$ cat src/rtl/lsu_axi_master.sv
// lsu_axi_master
//   Load/store back end. Takes one memory operation at a time from execute,
//   requests the shared AXI4 master port from the arbiter, issues a single-beat
//   read or write, and returns extended load data plus an error code to
//   write-back.
//
// Ports
//   clk, rstn                 clock, asynchronous active-low reset
//   in_*                      upstream request (valid/ready, addr, wdata, op, size, unsigned)
//   out_*                     downstream response (valid/ready, rdata, err)
//   req, grant                bus arbiter handshake
//   ar*, r*, aw*, w*, b*      AXI4 master channels (single beat, INCR, len 0)
//
// state  | meaning
// IDLE   | ready for a new request
// REQ    | requesting the bus, waiting for grant
// AR     | read address valid, waiting for arready
// R      | waiting for read data
// AW_W   | write address and write data outstanding
// B      | waiting for write response
// RESP   | response presented to write-back

module lsu_axi_master #(
    parameter int DATA_WIDTH = 32,
    parameter int ADDR_WIDTH = 32,
    parameter int AXI_ID     = 1
) (
    input  logic                    clk,
    input  logic                    rstn,
    input  logic                    in_valid,
    output logic                    in_ready,
    input  logic [ADDR_WIDTH-1:0]   in_addr,
    input  logic [DATA_WIDTH-1:0]   in_wdata,
    input  logic                    in_read,
    input  logic                    in_write,
    input  logic [1:0]              in_size,
    input  logic                    in_unsigned,
    output logic                    out_valid,
    input  logic                    out_ready,
    output logic [DATA_WIDTH-1:0]   out_rdata,
    output logic [1:0]              out_err,
    output logic                    req,
    input  logic                    grant,
    output logic [ADDR_WIDTH-1:0]   araddr,
    output logic [3:0]              arid,
    output logic [7:0]              arlen,
    output logic [2:0]              arsize,
    output logic [1:0]              arburst,
    output logic                    arvalid,
    input  logic                    arready,
    input  logic [DATA_WIDTH-1:0]   rdata,
    input  logic [1:0]              rresp,
    input  logic                    rlast,
    input  logic [3:0]              rid,
    input  logic                    rvalid,
    output logic                    rready,
    output logic [ADDR_WIDTH-1:0]   awaddr,
    output logic [3:0]              awid,
    output logic [7:0]              awlen,
    output logic [2:0]              awsize,
    output logic [1:0]              awburst,
    output logic                    awvalid,
    input  logic                    awready,
    output logic [DATA_WIDTH-1:0]   wdata,
    output logic [DATA_WIDTH/8-1:0] wstrb,
    output logic                    wlast,
    output logic                    wvalid,
    input  logic                    wready,
    input  logic [1:0]              bresp,
    input  logic [3:0]              bid,
    input  logic                    bvalid,
    output logic                    bready
);
    localparam int         STRB_W   = DATA_WIDTH / 8;
    localparam int         OFF_W    = $clog2(STRB_W);
    localparam logic [1:0] MAX_SIZE = 2'(OFF_W);

    localparam logic [2:0] S_IDLE = 3'd0;
    localparam logic [2:0] S_REQ  = 3'd1;
    localparam logic [2:0] S_AR   = 3'd2;
    localparam logic [2:0] S_R    = 3'd3;
    localparam logic [2:0] S_AW_W = 3'd4;
    localparam logic [2:0] S_B    = 3'd5;
    localparam logic [2:0] S_RESP = 3'd6;

    logic [2:0]            state;
    logic [ADDR_WIDTH-1:0] addr_q;
    logic [DATA_WIDTH-1:0] wdata_q;
    logic [DATA_WIDTH-1:0] rdata_q;
    logic [1:0]            size_q;
    logic [1:0]            err_q;
    logic                  unsigned_q;
    logic                  read_q;
    logic                  aw_done;
    logic                  w_done;
    logic [OFF_W-1:0]      off_q;

    assign off_q = addr_q[OFF_W-1:0];

    // Low address bits must be zero for the access size; sizes wider than
    // the bus are trapped the same way.
    logic [2:0] align_mask;
    logic       bad_align;
    always_comb begin
        align_mask = (3'd1 << in_size) - 3'd1;
        bad_align  = (|(in_addr[2:0] & align_mask)) || (in_size > MAX_SIZE);
    end

    // Load lane extraction: shift the addressed lane down, keep 8<<size bits,
    // and sign-extend from the top kept bit (mask MSB isolated by mask^(mask>>1)).
    logic [DATA_WIDTH-1:0] shifted;
    logic [DATA_WIDTH-1:0] lane_mask;
    logic [DATA_WIDTH-1:0] load_ext;
    logic                  lane_sign;
    always_comb begin
        shifted   = rdata >> {off_q, 3'b000};
        lane_mask = (DATA_WIDTH'(1) << (32'd8 << size_q)) - DATA_WIDTH'(1);
        lane_sign = |(shifted & (lane_mask ^ (lane_mask >> 1)));
        load_ext  = (shifted & lane_mask) | ((lane_sign && !unsigned_q) ? ~lane_mask : '0);
    end

    // Store data is replicated across every lane of its size so the strobes
    // alone select the target bytes.
    logic [DATA_WIDTH-1:0] wdata_rep;
    logic [STRB_W-1:0]     strb_base;
    always_comb begin
        case (size_q)
            2'd0:    wdata_rep = {STRB_W{wdata_q[7:0]}};
            2'd1:    wdata_rep = {(DATA_WIDTH/16){wdata_q[15:0]}};
            2'd2:    wdata_rep = {(DATA_WIDTH/32){wdata_q[31:0]}};
            default: wdata_rep = wdata_q;
        endcase
        strb_base = (STRB_W'(1) << (32'd1 << size_q)) - STRB_W'(1);
    end

    assign in_ready  = (state == S_IDLE);
    assign req       = (state == S_REQ) || (state == S_AR) || (state == S_R) ||
                       (state == S_AW_W) || (state == S_B);
    assign out_valid = (state == S_RESP);
    assign out_rdata = rdata_q;
    assign out_err   = err_q;

    assign arvalid = (state == S_AR);
    assign araddr  = addr_q;
    assign arid    = 4'(AXI_ID);
    assign arlen   = 8'd0;
    assign arsize  = {1'b0, size_q};
    assign arburst = 2'b01;
    assign rready  = (state == S_R);

    assign awvalid = (state == S_AW_W) && !aw_done;
    assign awaddr  = addr_q;
    assign awid    = 4'(AXI_ID);
    assign awlen   = 8'd0;
    assign awsize  = {1'b0, size_q};
    assign awburst = 2'b01;
    assign wvalid  = (state == S_AW_W) && !w_done;
    assign wdata   = wdata_rep;
    assign wstrb   = wvalid ? (strb_base << off_q) : '0;
    assign wlast   = wvalid;
    assign bready  = (state == S_B);

    logic unused_axi;
    assign unused_axi = ^{rid, rlast, rresp[0], bid, bresp[0]};

    always_ff @(posedge clk or negedge rstn) begin
        if (!rstn) begin
            state      <= S_IDLE;
            addr_q     <= '0;
            wdata_q    <= '0;
            rdata_q    <= '0;
            size_q     <= 2'd0;
            err_q      <= 2'b00;
            unsigned_q <= 1'b0;
            read_q     <= 1'b0;
            aw_done    <= 1'b0;
            w_done     <= 1'b0;
        end else begin
            case (state)
                S_IDLE: if (in_valid) begin
                    addr_q     <= in_addr;
                    wdata_q    <= in_wdata;
                    size_q     <= in_size;
                    unsigned_q <= in_unsigned;
                    read_q     <= in_read;   // read wins if both are set
                    rdata_q    <= '0;
                    err_q      <= 2'b00;
                    aw_done    <= 1'b0;
                    w_done     <= 1'b0;
                    if (!in_read && !in_write) begin
                        state <= S_RESP;
                    end else if (bad_align) begin
                        err_q <= 2'b01;
                        state <= S_RESP;
                    end else begin
                        state <= S_REQ;
                    end
                end
                S_REQ: if (grant) state <= read_q ? S_AR : S_AW_W;
                S_AR:  if (arready) state <= S_R;
                S_R: if (rvalid) begin
                    rdata_q <= load_ext;
                    err_q   <= rresp[1] ? 2'b10 : 2'b00;
                    state   <= S_RESP;
                end
                S_AW_W: begin
                    if (awvalid && awready) aw_done <= 1'b1;
                    if (wvalid && wready)   w_done  <= 1'b1;
                    if ((aw_done || awready) && (w_done || wready)) state <= S_B;
                end
                S_B: if (bvalid) begin
                    err_q <= bresp[1] ? 2'b10 : 2'b00;
                    state <= S_RESP;
                end
                S_RESP:  if (out_ready) state <= S_IDLE;
                default: state <= S_IDLE;
            endcase
        end
    end
endmodule

$ cat config.mk
export PLATFORM = sky130hd
export DESIGN_NAME = lsu_axi_master
export DESIGN_NICKNAME = d
export VERILOG_FILES = /design/src/rtl/lsu_axi_master.sv
export SDC_FILE = /design/constraint.sdc
export NUM_CORES = 1
export LEC_CHECK = 0
export ABC_AREA = 1
export BUFFER_PORTS_ARGS = -buffer_cell sky130_fd_sc_hd__buf_2
export CELL_PAD_IN_SITES_DETAIL_PLACEMENT = 1
export CELL_PAD_IN_SITES_GLOBAL_PLACEMENT = 1
export CORE_UTILIZATION = 32
export CTS_BUF_LIST = sky130_fd_sc_hd__clkbuf_2
export CTS_CLUSTER_SIZE = 30
export DETAILED_ROUTE_END_ITERATION = 12
export PLACE_DENSITY = 0.9
export SLEW_MARGIN = 5
export SYNTH_ARGS = -nofsm -noshare
export SYNTH_HDL_FRONTEND = slang
export SYNTH_SLANG_ARGS = --single-unit
$ cat constraint.sdc
create_clock -name clk -period 3.8 [get_ports clk]
set_input_delay 1.14 -clock clk [delete_from_list [all_inputs] [get_ports clk]]
set_output_delay 1.14 -clock clk [all_outputs]
set_load 0.03 [all_outputs]
== After elaboration in Yosys (flattened, before gate mapping) ==
Cells that the tools add are included.

* Add/sub/neg operators: 3
* Order comparisons: 1
* Equal/unequal tests: 16
* Shifts and indexed selects: 7
* Mux-type cells: 30
* Bitwise gates (word level): 6
* Reduce and logical (&&, ||, !) cells: 32

{| class="wikitable"
|+ Operators by type and width
! kind !! number
|-
| one-hot mux 32 bit (2 select lines) || 2
|-
| 2-to-1 mux 32 bit || 3
|-
| bitwise AND 32 bit || 2
|-
| NOT 32 bit || 1
|-
| bitwise OR 32 bit || 1
|-
| OR reduction 32 bit || 1
|-
| left shift 1 x 2 -> 32 bit, first input constant || 1
|-
| left shift 1 x 32 -> 32 bit, first input constant || 1
|-
| left shift 1 x 32 -> 4 bit, first input constant || 1
|-
| left shift 4 x 2 -> 32 bit, first input constant || 1
|-
| >> shifter 32 x 5 -> 32 bit || 1
|-
| subtractor 32 x 2 -> 32 bit, second input constant || 1
|-
| XOR 32 x 31 -> 32 bit || 1
|-
| 2-to-1 mux 3 bit || 10
|-
| one-hot mux 3 bit (7 select lines) || 1
|-
| 2-to-1 mux 2 bit || 5
|-
| inequality test 2 x 1 -> 1 bit, second input constant || 5
|-
| equality test 3 bit, second input constant || 3
|-
| AND reduction 3 bit || 3
|-
| inequality test 2 bit, second input constant || 4
|-
| logical AND 1 bit || 7
|-
| logical OR 1 bit || 7
|-
| AND reduction 7 bit || 1
|-
| equality test 3 x 2 -> 1 bit, second input constant || 2
|-
| 20 further kinds || 30
|}

* Register bits: 107
* Bits of input ports: 124
* Output and inout port bits: 177
* Logic and storage cells: 105

== Depth between registers and ports, before layout ==
Gate-level depths: netlist of the first run.

* Depth after elaboration: 11
* Depth in mapped cells: 15

== Least setup slack after synthesis of the first run ==
Ideal clock, no wire load.

* Path type: register to output
* Start point: register size_q[1]
* End point: output port wdata[16]
* Arrival: 2.511 ns
* Required time: 2.660 ns
* Setup slack: 0.149 ns
* Cell stages (with the launch flop): 9
* Buffers on the path: 2
* Cell sequence: dfrtp_1 buf_2 nor2_1 clkinv_1 ha_1 clkbuf_1 inv_1 nand2_1 o21ai_0

* Longest elaborated chain between the ends: 2
* Elaborated cells on any way between the ends: 3

{| class="wikitable"
|+ RTL lines
! what !! RTL line !! source
|-
| start, declared || 90 || <nowiki>logic [1:0] size_q;</nowiki>
|-
| start signal, assigned || 183 || <nowiki>size_q <= in_size;</nowiki>
|-
| equality test 2 x 1 -> 1 bit / zero test 2 bit (equally long branches) || 127 || <nowiki>case (size_q)</nowiki>
|-
| one-hot mux 32 bit (2 select lines) * || 127 ||
|-
| end, declared || 64 || <nowiki>output logic [DATA_WIDTH-1:0] wdata,</nowiki>
|}

Mark *: on every way between the ends. The rest lies on a longest branch, timed or not.

== Worst setup path in the final report of the first run ==
* Start point: register size_q[0]
* End point: output port wstrb[3]

* Longest elaborated chain between the ends: 5

{| class="wikitable"
|+ RTL lines
! what !! RTL line !! source
|-
| left shift 1 x 2 -> 32 bit || 133 || <nowiki>strb_base = (STRB_W'(1) << (32'd1 << size_q)) - STRB_W'(1);</nowiki>
|-
| left shift 1 x 32 -> 4 bit || 133 ||
|-
| subtractor 4 x 2 -> 4 bit || 133 ||
|-
| left shift 4 x 2 -> 4 bit || 159 || <nowiki>assign wstrb = wvalid ? (strb_base << off_q) : '0;</nowiki>
|-
| 2-to-1 mux 4 bit || 159 ||
|-
| end, declared || 65 || <nowiki>output logic [DATA_WIDTH/8-1:0] wstrb,</nowiki>
|}

No other way between the ends.

==> reports/metrics.cfg, run 1 <==
[timing]
rsz0062_at_grt = true
setup_viol = 0
hold_violations = 0
worstMarginPinSlew_ns = 0.712
min_period_ns = 3.61
relSlewSlack_pct = 52.5
slew_viol_final = 0
period_share_pct = 95.0
fmaxAchievable_mhz = 277
finClkSkew_ns = 0.0163

[floorplan]
coreArea_um2 = 18200
rows = 49
initial_utilization_pct = 33.1
die_x_um = 139
die_y_um = 139
num_io_pins = 301
die-area_um2 = 19400

[power_and_ir_drop]
leakagePower_nw = 4.26
pwr_density_cell_nw_per_um2 = 1030
power_w = 0.00742
peakVddDrop_v = 0.000453

[clock_tree]
cts_tree = done
clk_path_buf_depth = 2
clkSlewWorstSetupHoldPaths_ns = 0.31
cts.sinks = 107
clk_latency_ns = 0.62
cts_root_buffer = clkbuf_2
cts.htree.levels = 3
cts_buffers = 9

[final_layout]
layout-drive-gt1-share_pct = 31.0
finalNetCount = 1142
fillCellCount = 2390
final_common_cell = nand2_1
post-route-util_pct = 39.7
syn2layout_area_growth_pct = 20.0
layout_common_cells = nand2_1, buf_2, dfrtp_1, o21ai_0, nor2_1

[setup_path]
worstReg2RegStart = state[0]
start_kind = flip-flop
critPathArrivalTime_ns = 2.47
rr_worst_depth = 8
end_kind = output pin
crit_start = size_q[0]
worstPathRequired_ns = 2.66
critPathKind = reg -> out
regToRegEndpoint = aw_done
cp_max_fo = 13
reg2reg_slack_ns = 1.53

[global_route]
track_usage_pct = 20.5
grt_max_degree = 66
grt_pass1_wl_um = 31300
antenna_found_initial = 3
grt_pass1_vias = 6080
overflow = 0

[drt]
first_pass_iters = 4
drt_iter0_markers = 239
drc = 0
wire_per_inst_um = 15.7
postRouteAntennaNets = 0
vias_per_cell = 4.73
postRouteWirelength_um = 19700
vias = 5927

[synthesis]
synth_edf_count = 0
seq_area_frac_synth_pct = 44.4
syn_area_um2 = 6030
ys_warn_count = 0
synthFlopType = dfrtp_1
syn_avg_cell_area_um2 = 7.40
ys_ff_latch = 107
synth.distinct_cells = 32
postSynthCellCount = 815
synthArstFlopShare_pct = 100

[min_path]
min_path_type = in -> async

[placed_design]
hpwl_um = 15000
place.gp.congestion = 0.864
portBuffers = 259

[job]
cap_violations = 0

[status]
status = finished clean

per-stage QoR:
stage               instances  setup slack, ns  hold slack [ns]  setup TNS, ns  instance area (um^2)
floorplan                 843            0.149            0.442              0                  6130
global placement         1231            0.677            0.449              0                  7060
detailed placement       1231            0.622            0.454              0                  7060
CTS                      1249           0.0144            0.459              0                  7180
global route             1250          -0.0411            0.482        -0.0411                  7230
finish                   1252            0.189            0.502              0                  7230
power by group:
part	internal (W)	total, W	switching [W]
Combinational	0.00134	0.00495	0.00361
Sequential	0.00163	0.00196	0.000328
Clock	0.0000936	0.000514	0.000420
layout make-up:
type / instances / area, um^2 / share of cell area, %
Sequential cell: 107 / 2680 / 37.0
Multi-Input combinational cell: 573 / 2510 / 34.8
Timing Repair Buffer: 275 / 1470 / 20.3
Tap cell: 229 / 287 / 3.96
Inverter: 50 / 188 / 2.59
Clock inverter: 7 / 48.8 / 0.675
Clock buffer: 9 / 45.0 / 0.623
Antenna cell: 2 / 5.00 / 0.0692
registers in the layout, summed over array words and instances, names as in the netlist:
signal,count
araddr,32
out_rdata,32
wdata_q,32
state,3
out_err,2
size_q,2
aw_done,1
read_q,1
unsigned_q,1
w_done,1
layer usage:
layer | routed length, um | vias to the layer above | part of all wire, % | GRT usage, %
li1 | - | 2858 | - | -
met1 | 7720 | 2811 | 39 | 23.5
met2 | 10000 | 219 | 51 | 36.4
met3 | 1440 | 35 | 7.3 | 5.02
met4 | 483 | 4 | 2.5 | 8.36
met5 | 23 | - | 0.12 | 0
worst max-delay path by stage:
stage,slack (ns),endpoint
detailed placement,0.62,wdata[18]
global placement,0.68,wdata[18]
CTS,0.01,wstrb[3]
finish,0.19,wstrb[3]
global route,-0.04,wstrb[3]
floorplan,0.15,wdata[16]
critical path, stage by stage, from the launching register on:
cell      delay, ns
dfrtp_1        0.45
buf_4          0.14
nor2_2         0.12
buf_6          0.18
ha_1           0.31
o21ai_2        0.16
a21oi_1        0.05
a311oi_1       0.21
buf_4          0.22
cells by family (layout without fill, tap and decap cells):
kind of cell	after synthesis	in the layout	share of synthesized area, %
AND/OR/NAND/NOR	426	426	28.1
flip-flops	107	107	44.4
buffers and inverters	163	341	16.2
multiplexers	6	6	0.996
AO/OA/AOI/OAI	109	109	9.82
adder cells (fa/ha/maj)	2	2	0.415
other	2	32	0.125
synth_stat cells (6+ instances only):
cell	number	area, um^2
inv_2	9	33.8
dfrtp_1	107	2680
clkbuf_1	13	48.8
o22ai_1	10	62.6
mux2i_1	6	60.1
o21ai_0	58	290
buf_6	8	90.1
nand2_1	337	1260
a21oi_1	25	125
inv_1	40	150
nor2_1	44	165
nand3_1	29	145
buf_2	15	75.1
buf_4	76	571
a31oi_1	8	50.1
what timing repair did:
| item | in CTS | in global routing |
|---|---|---|
| hold buffers | 0 | 0 |
| endpoints found under the setup margin | 9 | 15 |
| setup buffers | 2 | 1 |
| gates cloned | 0 | 0 |
| gates resized for setup | 8 | 19 |
Power figures use the tool's default switching activity.
==> run 2, diff against run 1 <==
CELL_PAD_IN_SITES_DETAIL_PLACEMENT = unset   (was 1)
CELL_PAD_IN_SITES_GLOBAL_PLACEMENT = unset   (was 1)
CORE_ASPECT_RATIO = 1.4   (was unset)
CORE_UTILIZATION = 40   (was 32)
PLACE_DENSITY = 0.79   (was 0.9)
==> run 2 against run 1 <==
Compared with the run above: clock power grew 7.6%; largest cell class unchanged; sequential cell count stayed put; global-route usage is 0.95 points higher; cell count shrank 3.4%; combinational power decreased by 4%; hold slack got worse by 0.0049 ns; setup slack gained 0.017 ns; first-iteration DRC count grew 47%; die area fell by 20%; maximum frequency grew 0.48%; sequential share of layout area increased by 0.49 points.
==> reports/metrics.cfg, run 2 (synthesis results as in run 1) <==
[drt]
postRouteAntennaNets = 0  ; unchanged
wire_per_inst_um = 14.1  ; -9.9%
drt_iter0_markers = 352  ; +47%
vias = 5817  ; -1.9%
drc = 0  ; unchanged
vias_per_cell = 4.81  ; +1.6%
first_pass_iters = 5  ; +1
postRouteWirelength_um = 17100  ; -13%

[floorplan]
die-area_um2 = 15600  ; -20%
coreArea_um2 = 14600  ; -20%
num_io_pins = 301  ; unchanged
die_y_um = 147  ; +5.7%
die_x_um = 106  ; -24%
initial_utilization_pct = 41.4  ; +8.3 points
rows = 52  ; +6.1%

[global_route]
antenna_found_initial = 2  ; -1
grt_max_degree = 92  ; +39%
grt_pass1_wl_um = 26200  ; -16%
overflow = 0  ; unchanged
track_usage_pct = 21.5  ; +0.95 points
grt_pass1_vias = 5281  ; -13%

[final_layout]
final_common_cell = nand2_1
finalNetCount = 1139  ; -0.26%
layout_common_cells = nand2_1, buf_2, dfrtp_1, o21ai_0, nor2_1
layout-drive-gt1-share_pct = 30.6  ; -0.30 points
stdcell_count = 1210  ; -3.4%
syn2layout_area_growth_pct = 18.4

[setup_path]
end_kind = output pin
regToRegEndpoint = out_rdata[26]
reg2reg_slack_ns = 1.57  ; +0.04 ns
rr_worst_depth = 12  ; +4
worstPathRequired_ns = 2.66  ; about the same
worst_path_largest_cell_delay_ns = 0.46  ; about the same
start_kind = flip-flop
worstReg2RegStart = araddr[0]
path_cells = nor2_2, buf_6, ha_1, nand2_1, inv_1, o21ai_0, a21oi_1, a311oi_1, buf_4
cpMaxStageDelayCell = dfrtp_1
critPathArrivalTime_ns = 2.45  ; -0.02 ns
critPathKind = reg -> out
cp_max_fo = 13  ; unchanged

[timing]
slew_viol_final = 0  ; unchanged
relSlewSlack_pct = 43.1  ; -9.4 points
tns_ns = 0  ; unchanged
setup_viol = 0  ; unchanged
finClkSkew_ns = 0.0532  ; +0.0368 ns
worstMarginPinSlew_ns = 0.854  ; +0.142 ns
min_period_ns = 3.59  ; -0.0171 ns
hold_violations = 0  ; unchanged
hold_ws_ns = 0.497  ; -0.00492 ns
period_share_pct = 94.6  ; -0.45 points
fmaxAchievable_mhz = 278  ; +0.48%

[power_and_ir_drop]
pwr_density_cell_nw_per_um2 = 1020  ; -0.70%
switching_share_pct = 57.9  ; -0.72 points
p_int_w = 0.00306  ; -0.24%
combPwrFrac_pct = 65.4  ; -1.3 points
clkPwrFrac_pct = 7.6  ; +0.7 points
leakagePower_nw = 4.24  ; -0.42%
p_seq_share_pct = 27.0  ; +0.6 points
p_switching_w = 0.00422  ; -3.2%
peakVddDrop_v = 0.000771  ; +70%

[placed_design]
hpwl_um = 12700  ; -15%
dp_cells = 1190  ; -3.3%
place.gp.congestion = 0.902  ; +4.3%
portBuffers = 259  ; unchanged

[status]
status = finished clean

[job]
cap_violations = 0  ; unchanged

[clock_tree]
clk_latency_ns = 0.59  ; -0.03 ns
cts_tree = done
clk_path_buf_depth = 2  ; unchanged
cts.htree.levels = 3  ; unchanged
cts_buffers = 9  ; unchanged
cts_root_buffer = clkbuf_2
cts.sinks = 107  ; unchanged
clkSlewWorstSetupHoldPaths_ns = 0.32  ; about the same
postCtsHoldBufs = 0  ; unchanged

[min_path]
min_path_type = in -> async

## run 2: cell types whose count changed in the layout (fill, tap and decap cells not counted), moves of 4 or more
cell and delta:
buf_2 +7, buf_4 -5, o21ai_0 +8, clkbuf_4 -4, o21ai_1 -6
## run 2: final cells by class
type                    instances  area (um^2)
multi-input cells             573         2500
well taps                     189          236
repair buffers                272         1420
diodes                          3         7.51
inverters                      50          188
clock inverters                 7         73.8
flip-flops and latches        107         2680
fillers                      1489         7430
clock buffers                   9         45.0
## run 2: per-layer routing
layer | share of wire (%) | GRT usage (%)
met1 | 40 | 25.9
met2 | 51 | 37.7
met3 | 7.1 | 4.30
met4 | 2.3 | 7.50
met5 | 0 | 0
## run 2: power by group through the flow
stage,logic [W],registers [W],clock network [W]
2_1_floorplan,0.00317,0.00251,0
3_3_place_gp,0.00466,0.00197,0
3_5_place_dp,0.00473,0.00198,0
4_1_cts,0.00474,0.00196,0.000583
5_1_grt,0.00514,0.00203,0.000626
6_report,0.00476,0.00197,0.000553
## run 2: worst max-delay path by stage
stage | startpoint | end | slack [ns] | cells after the start
floorplan | size_q[1] | wdata[16] | 0.15 | 8
global placement | size_q[0] | wdata[21] | 0.70 | 9
detailed placement | size_q[0] | wdata[21] | 0.67 | 9
CTS | size_q[0] | wdata[21] | 0.04 | 9
global route | size_q[0] | wdata[21] | -0.009 | 9
finish | size_q[1] | wstrb[3] | 0.21 | 9
## run 2: metrics by stage
| stage | utilization, % | power (W) | worst slack [ns] | instance area (um^2) |
|---|---|---|---|---|
| 3_5_place_dp | 48.0 | 0.00671 | 0.666 | 6990 |
| 2_1_floorplan | - | 0.00568 | 0.149 | 6130 |
| 4_1_cts | 48.8 | 0.00729 | 0.0442 | 7110 |
| 6_report | 49.0 | 0.00728 | 0.206 | 7140 |
| 5_1_grt | 49.0 | 0.00779 | -0.00931 | 7140 |
| 3_3_place_gp | 48.0 | 0.00663 | 0.698 | 6990 |
## run 2: critical path: cells and delay by family, from the launching register on
kind / cells / cell delay, ns
AOI/OAI and AO/OA: 3 / 0.68
DFF: 1 / 0.46
buffers and inverters: 3 / 0.42
adders and majority gates: 1 / 0.19
and+or+nand+nor: 2 / 0.16
## run 2: what timing repair did
action,4_1_cts,5_1_grt
endpoints found under the setup margin,6,10
resized for setup,1,8
pin swaps,0,0
setup buffers,0,1
==> run 3, diff against run 2 <==
CELL_PAD_IN_SITES_DETAIL_PLACEMENT = 1   (was unset)
CELL_PAD_IN_SITES_GLOBAL_PLACEMENT = 2   (was unset)
CORE_UTILIZATION = 25   (was 40)
PLACE_DENSITY = 0.92   (was 0.79)
==> run 3 against run 2 <==
Compared with the run above: sequential power about the same; core utilization fell by 17 points; sequential cell count did not move; routed wire length up 20%; die area is 59% higher; critical path type unchanged.
==> reports/metrics.cfg, run 3 (synthesis results as in run 1) <==
[timing]
slew_viol_final = 0  ; unchanged
rsz0062_at_grt = true
relSlewSlack_pct = 51.1  ; +8.0 points
setup_viol = 0  ; unchanged
fmaxAchievable_mhz = 279  ; +0.19%
period_share_pct = 94.4  ; -0.18 points
finClkSkew_ns = 0.0500  ; -0.00312 ns
hold_violations = 0  ; unchanged
worstMarginPinSlew_ns = 0.733  ; -0.121 ns
tns_ns = 0  ; unchanged
min_period_ns = 3.59  ; -0.00672 ns

[final_layout]
finalNetCount = 1143  ; +0.35%
layout-drive-gt1-share_pct = 31.1  ; +0.47 points
syn2layout_area_growth_pct = 23.2
layout_common_cells = nand2_1, buf_2, dfrtp_1, o21ai_0, nor2_1
final_common_cell = nand2_1
regArea_um2 = 2680  ; about the same
multi_input_area_um2 = 2510  ; +0.55%
fillCellCount = 3003  ; +100%
final_cell_area_um2 = 7430  ; +4.0%

[drt]
postRouteWirelength_um = 20600  ; +20%
drt_iter0_markers = 196  ; -44%
first_pass_iters = 4  ; -1
postRouteAntennaNets = 0  ; unchanged
drc = 0  ; unchanged
vias_per_cell = 4.46  ; -7.3%
wire_per_inst_um = 15.5  ; +9.5%
vias = 5928  ; +1.9%

[power_and_ir_drop]
clkPwrFrac_pct = 10.0  ; +2.4 points
combPwrFrac_pct = 64.7  ; -0.7 points
switching_share_pct = 56.6  ; -1.3 points
peakVddDrop_v = 0.000444  ; -42%
power_w = 0.00767  ; +5.4%
p_int_w = 0.00333  ; +8.7%
p_switching_w = 0.00434  ; +2.9%
p_seq_share_pct = 25.3  ; -1.7 points
pwr_density_cell_nw_per_um2 = 1030  ; +1.3%
leakagePower_nw = 4.29  ; +1.2%

[setup_path]
worstPathRequired_ns = 2.66  ; about the same
worstReg2RegStart = size_q[1]
critPathArrivalTime_ns = 2.45  ; about the same
crit_start = size_q[1]
cp_max_fo = 16  ; +3
start_kind = flip-flop
critPathKind = reg -> out
end_kind = output pin

[clock_tree]
clkSlewWorstSetupHoldPaths_ns = 0.35  ; +0.03 ns
cts.sinks = 107  ; unchanged
postCtsHoldBufs = 0  ; unchanged
cts_buffers = 9  ; unchanged
cts_root_buffer = clkbuf_2
cts_tree = done
cts.htree.levels = 3  ; unchanged
clk_latency_ns = 0.65  ; +0.06 ns
clk_path_buf_depth = 2  ; unchanged

[placed_design]
portBuffers = 259  ; unchanged
place.gp.congestion = 0.839  ; -7.0%
hpwl_um = 15600  ; +23%
post_dp_cell_area_um2 = 7140  ; +2.2%

[global_route]
track_usage_pct = 16.8  ; -4.7 points
antenna_found_initial = 2  ; unchanged
grt_pass1_vias = 5890  ; +12%
grt_pass1_wl_um = 31900  ; +22%
grt_max_degree = 59  ; -36%
overflow = 0  ; unchanged

[floorplan]
num_io_pins = 301  ; unchanged
die-area_um2 = 24800  ; +59%
die_x_um = 133  ; +26%
die_y_um = 186  ; +26%
coreArea_um2 = 23500  ; +61%
initial_utilization_pct = 25.7  ; -16 points
rows = 66  ; +27%

[job]
cap_violations = 0  ; unchanged

[status]
status = finished clean

[min_path]
min_path_type = in -> async

[run 3: critical path, cell delays in order (launching register included)]
cell and delay [ns]:
dfrtp_1 0.49, buf_6 0.18, nor2_4 0.16, inv_4 0.10
ha_1 0.20, inv_1 0.09, buf_6 0.17, nand2_1 0.08
o21ai_0 0.12, buf_4 0.21
[run 3: area by class of cell]
cell class,count,area share [%]
Sequential cell,107,36.1
Antenna cell,2,0.0674
Timing Repair Buffer,276,19.8
Inverter,50,2.61
Tap cell,306,5.15
Multi-Input combinational cell,573,33.8
Clock buffer,9,0.606
Clock inverter,7,1.89
[run 3: layer usage]
metal | vias up | track usage [%] | part of all wire [%]
li1 | 2849 | - | -
met4 | 0 | 6.18 | 1.9
met1 | 2825 | 19.3 | 40
met5 | - | 0 | 0
met2 | 233 | 30.8 | 52
met3 | 21 | 3.02 | 5.7
[run 3: timing repair]
| action | in CTS | in global routing |
|---|---|---|
| setup buffers | 4 | 0 |
| pin swaps | 0 | 0 |
| endpoints found under the setup margin | 25 | 17 |
| gates resized for setup | 14 | 13 |
[run 3: final timing paths]
check / cells after the start / end / slack [ns]
min in group clk: 2 / wdata_q[24] / 0.51
max in group asynchronous: 2 / out_rdata[15] / 2.60
worst min register to register: 2 / wdata_q[24] / 0.51
worst min-delay path: 1 / wdata_q[11] / 0.39
worst max register to register: 14 / out_rdata[8] / 1.61
worst max-delay path: 9 / wdata[11] / 0.21
[run 3: stage by stage]
stage / util (%) / setup slack [ns] / cells / hold slack, ns
finish: 31.7 / 0.212 / 1330 / 0.395
global route: 31.7 / 0.000824 / 1330 / 0.338
CTS: 31.5 / 0.00822 / 1328 / 0.313
detailed placement: 30.5 / 0.592 / 1308 / 0.457
global placement: 30.5 / 0.609 / 1308 / 0.450
floorplan: - / 0.149 / 843 / 0.442
[run 3: power by group through the flow]
stage | registers, W | logic (W) | clock network [W]
2_1_floorplan | 0.00251 | 0.00317 | 0
3_3_place_gp | 0.00196 | 0.00481 | 0
3_5_place_dp | 0.00198 | 0.00488 | 0
4_1_cts | 0.00195 | 0.00498 | 0.000805
5_1_grt | 0.00202 | 0.00541 | 0.000838
6_report | 0.00194 | 0.00496 | 0.000763
